<file path="src/rtl/retospect_cfg_loader.sv">
// Configuration sequencer: takes host bytes over valid/ready and shifts them LSB-first onto the
// fabric config chain, then pulses reset_nn. Define RETOSPECT_CFG_READBACK_EN for the readback CRC.
module retospect_cfg_loader #(
  parameter int CHAIN_LEN = 998,
  parameter int CNT_W     = 16
) (
  input  logic       clk,
  input  logic       reset,
  input  logic       start,
  input  logic [7:0] in_data,
  input  logic       in_valid,
  output logic       in_ready,
  output logic       config_en,
  output logic       chain_head,
  input  logic       chain_tail,
  output logic       reset_nn,
  output logic       busy,
  output logic       done,
  output logic [7:0] readback_crc
);

  typedef enum logic [2:0] {
    IDLE,
    FETCH,
    SHIFT,
    NNRST,
    DONE
  } state_t;

  localparam logic [CNT_W-1:0] LAST_BIT = CNT_W'(CHAIN_LEN - 1);

  state_t           state;
  state_t           state_nxt;
  logic [7:0]       sh_reg;
  logic [CNT_W-1:0] bit_cnt;
  logic [3:0]       byte_bits;
  logic [31:0]      remaining;
  logic [3:0]       fetch_bits;

  // Bits still owed to the chain; the final byte may carry fewer than eight.
  assign remaining  = 32'(CHAIN_LEN) - 32'(bit_cnt);
  assign fetch_bits = (remaining >= 32'd8) ? 4'd8 : remaining[3:0];

  // NOTE: sequential state uses non-blocking assignments so every register
  // samples pre-edge values, regardless of statement order.
  always_ff @(posedge clk) begin
    if (reset) begin
      state     <= IDLE;
      sh_reg    <= 8'h00;
      bit_cnt   <= '0;
      byte_bits <= 4'd0;
    end else begin
      state <= state_nxt;
      case (state)
        IDLE: begin
          if (start) bit_cnt <= '0;
        end
        FETCH: begin
          if (in_valid) begin
            sh_reg    <= in_data;
            byte_bits <= fetch_bits;
          end
        end
        SHIFT: begin
          sh_reg    <= {1'b0, sh_reg[7:1]};
          bit_cnt   <= bit_cnt + CNT_W'(1);
          byte_bits <= byte_bits - 4'd1;
        end
        default: ;
      endcase
    end
  end

  // NOTE: every output gets a default before the case so no path leaves a
  // signal unassigned, which would otherwise infer a latch.
  always_comb begin
    state_nxt = state;
    in_ready  = 1'b0;
    config_en = 1'b0;
    reset_nn  = 1'b0;
    busy      = 1'b1;
    done      = 1'b0;
    case (state)
      IDLE: begin
        busy = 1'b0;
        if (start) state_nxt = FETCH;
      end
      FETCH: begin
        in_ready = 1'b1;
        if (in_valid) state_nxt = SHIFT;
      end
      SHIFT: begin
        config_en = 1'b1;
        if (byte_bits == 4'd1) state_nxt = (bit_cnt == LAST_BIT) ? NNRST : FETCH;
      end
      NNRST: begin
        reset_nn  = 1'b1;
        state_nxt = DONE;
      end
      DONE: begin
        done      = 1'b1;
        state_nxt = IDLE;
      end
      default: state_nxt = IDLE;
    endcase
  end

  // Gated so the chain head reads 0 whenever the chain is not shifting.
  assign chain_head = (state == SHIFT) & sh_reg[0];

`ifdef RETOSPECT_CFG_READBACK_EN
  logic [7:0] crc_acc;
  logic [7:0] crc_out;
  logic       crc_fb;

  assign crc_fb = crc_acc[7] ^ chain_tail;

  // crc_acc runs during the load; crc_out only publishes the finished signature.
  always_ff @(posedge clk) begin
    if (reset) begin
      crc_acc <= 8'h00;
      crc_out <= 8'h00;
    end else begin
      if (state == IDLE && start) begin
        crc_acc <= 8'h00;
        crc_out <= 8'h00;
      end else if (state == SHIFT) begin
        crc_acc <= {crc_acc[6:0], 1'b0} ^ (crc_fb ? 8'h07 : 8'h00);
      end
      if (state == NNRST) crc_out <= crc_acc;
    end
  end

  assign readback_crc = crc_out;
`else
  logic unused_chain_tail;
  assign unused_chain_tail = chain_tail;
  assign readback_crc      = 8'h00;
`endif

endmodule

</file>
<file path="config.mk">
export PLATFORM = sky130hd
export DESIGN_NAME = retospect_cfg_loader
export DESIGN_NICKNAME = d
export VERILOG_FILES = /design/src/rtl/retospect_cfg_loader.sv
export SDC_FILE = /design/constraint.sdc
export NUM_CORES = 1
export LEC_CHECK = 0
export ABC_AREA = 1
export CORE_MARGIN = 10
export CORE_UTILIZATION = 50
export DETAILED_ROUTE_END_ITERATION = 10
export PLACE_DENSITY = 0.74
export SLEW_MARGIN = 20
export SYNTH_ARGS = -nofsm -noshare
export SYNTH_HDL_FRONTEND = slang
export SYNTH_SLANG_ARGS = --single-unit
export TNS_END_PERCENT = 20
</file>
<file path="constraint.sdc">
create_clock -name clk -period 1.5 [get_ports clk]
set_input_delay 0.3 -clock clk [delete_from_list [all_inputs] [get_ports clk]]
set_output_delay 0.3 -clock clk [all_outputs]
set_load 0.02 [all_outputs]
</file>
==> summary.txt <==
Final ANT Viol Nets - 0
Max Slew Vio Count - 0
Chip Width - 84.4 um
sequential element share of the synthesized area - 0.299
height of the chip - 84.4 um
max reg flops - 16
number of synthesized flops with an enable pin - 0
drt drc - 0
die area - 7120 um2
DR pass1 iterations - 4
crit share post-route - 1.02
endpoints failing hold - 0
vias after detailed routing - 2,073
Max IR drop VDD - 0.673 mV
crit path max fanout - 3
Crit path required time - 1.20 ns
status - finished, violations left
Synth Instances - 314
CP most frequent cell - buf_6
vias in the first global route - 1,974
CTS tree - yes
H-Tree Depth - 2
CP Capture Type - output port
first-pass GRT wire length - 8540 um
Final min period - 1.54 ns
antenna fix cells - 0
Final nets - 377
Leakage - 1.19 nW
skew final - 0.00689 ns
Post-CTS Setup Inserts - 0
Iteration-0 DRC Markers - 103
Max Cap Viol - 0
top-level I/O count - 27
synthesis-stage register bit count - 31
All-Layer GR Usage - 0.141
Synth top area share - 0.299
failing checks - setup timing
Core Util, Final - 0.672
area delta synth->final - 29.7%
Via-to-Cell Ratio - 5.09
Hold WS - 0.466 ns
Core Box Area - 4000 um2
row count - 23
synthesized area - 2070 um2
RSZ-0062 raised after global routing - yes
Setup-failing EPs final - 3
DPL Wire Length - 3900 um
CTS root buffer - clkbuf_8
fmax - 0.651 GHz
Yosys top cell by area - dfxtp_1
YS warnings - 0
max incr delay on CP - 0.34 ns
top cells by area, synth - dfxtp_1, nand2_1, inv_1
worst setup path category - flop to output port
DP Worst Slack - -0.217 ns
CTS sink cnt - 31
crit path cell chain - inv_2, nor3_4, buf_6, inv_4, nor2_4, buf_6
Initial Util - 0.518
pin count of the biggest net entering global routing - 14
async set-reset flop share out of synthesis - 0
CTS Buffer Depth - 2
Synth Flop Type - dfxtp_1
# port buffers - 17
Clock Latency Late Sink - 0.28 ns
Worst setup SP type - flop
grt ovf - 0
Worst-path clk slew - 0.06 ns
number of buffers created by CTS - 5
Hold Path Class - flop to flop
Max stage delay cell, worst path - dfxtp_2
Mean Syn Cell Area - 6.60 um2
initial antenna violation count - 0
post-route setup slack - -0.0372 ns
CP arrival - 1.24 ns
DRT Wirelength - 5130 um
Yosys cell types - 37
slack of the worst reg-to-reg path - -0.02 ns
power density cells - 958 nW/um2
drt wl/cell - 12.6 um
Hold Buf Count CTS - 0
placer congestion estimate - 0.876
share of cells above drive strength 1 - 0.297
kinds of logic (layout without fill, tap and decap cells):
logic type,after synthesis,count (layout),share of synthesized area
and+or+nand+nor,167,167,0.392
buffers and inverters,57,93,0.124
AOI/OAI and AO/OA,51,51,0.142
DFF,31,31,0.299
adders and majority gates,6,6,0.0362
other,1,8,0.00181
xor gates and xnor gates,1,1,0.00423
stage by stage:
stage	TNS [ns]	cells	power (W)	area, um2
global placement	-0.835	401	0.00190	2440
finish	-0.0601	407	0.00258	2690
detailed placement	-1.11	401	0.00192	2440
global route	-0.768	407	0.00274	2690
CTS	-0.304	407	0.00250	2520
floorplan	0	321	0.00151	2100
critical path, delay by kind of cell, from the launching register on:
family                 cells  cell delay, ns
flip-flops                 1            0.34
AND/OR/NAND/NOR            2            0.29
buffers and inverters      4            0.35
synth_stat cells (4+ instances only):
master,n
nand2_1,89
inv_1,35
dfxtp_1,31
nor2_1,26
nand3_1,19
a21oi_1,17
o21ai_0,15
a31oi_1,8
buf_4,8
inv_2,7
ha_1,6
nand2_2,6
nand4_1,5
nor2_2,4
metal layers:
layer | global-route usage | part of all wire | vias to the layer above
met4 | 0.0614 | 0.012 | 0
met2 | 0.231 | 0.46 | 50
li1 | - | - | 1089
met5 | 0 | 0 | -
met3 | 0.0338 | 0.056 | 5
met1 | 0.171 | 0.47 | 929
cell type report:
type                    count  area [um2]
inverters                  42         168
well taps                  50        62.6
fillers                   346        1310
multi-input cells         233        1380
clock buffers               6        72.6
repair buffers             45         368
flip-flops and latches     31         641
placed cells by master (no fill, tap or decap), types with 2 or more instances in the layout:
master	n
buf_6	4
a31oi_1	7
ha_1	4
nand2_4	3
inv_1	33
nor2_1	17
buf_2	5
conb_1	8
clkdlybuf4s50_1	11
dfxtp_2	7
nor3_4	3
inv_4	4
clkbuf_8	5
inv_2	5
o21ai_0	14
o22ai_1	3
nand3_2	5
a21oi_2	2
a21oi_1	15
nand2_1	81
nor2_4	7
nand4_1	5
nand2_2	12
dfxtp_4	3
dfxtp_1	21
nor2_2	7
a221oi_1	2
nand3_1	17
a211oi_1	3
buf_4	25
power breakdown:
| group | internal [W] | leakage (nW) | switching (W) |
|---|---|---|---|
| registers | 0.000910 | 0.257 | 0.0000565 |
| logic | 0.000412 | 0.897 | 0.000603 |
| clock network | 0.000309 | 0.0371 | 0.000287 |
final timing paths:
kind,start,endpoint,cells after the start
hold / removal,sh_reg[7],sh_reg[7],2
setup reg to reg,bit_cnt[1],byte_bits[0],11
setup / recovery,state[1],chain_head,6
hold reg to reg,sh_reg[7],sh_reg[7],2
what timing repair did:
| action | in CTS | in global routing |
|---|---|---|
| gates resized for setup | 34 | 55 |
| endpoints found under the setup margin | 18 | 30 |
| pin swaps | 1 | 10 |
Power figures use the tool's default switching activity.
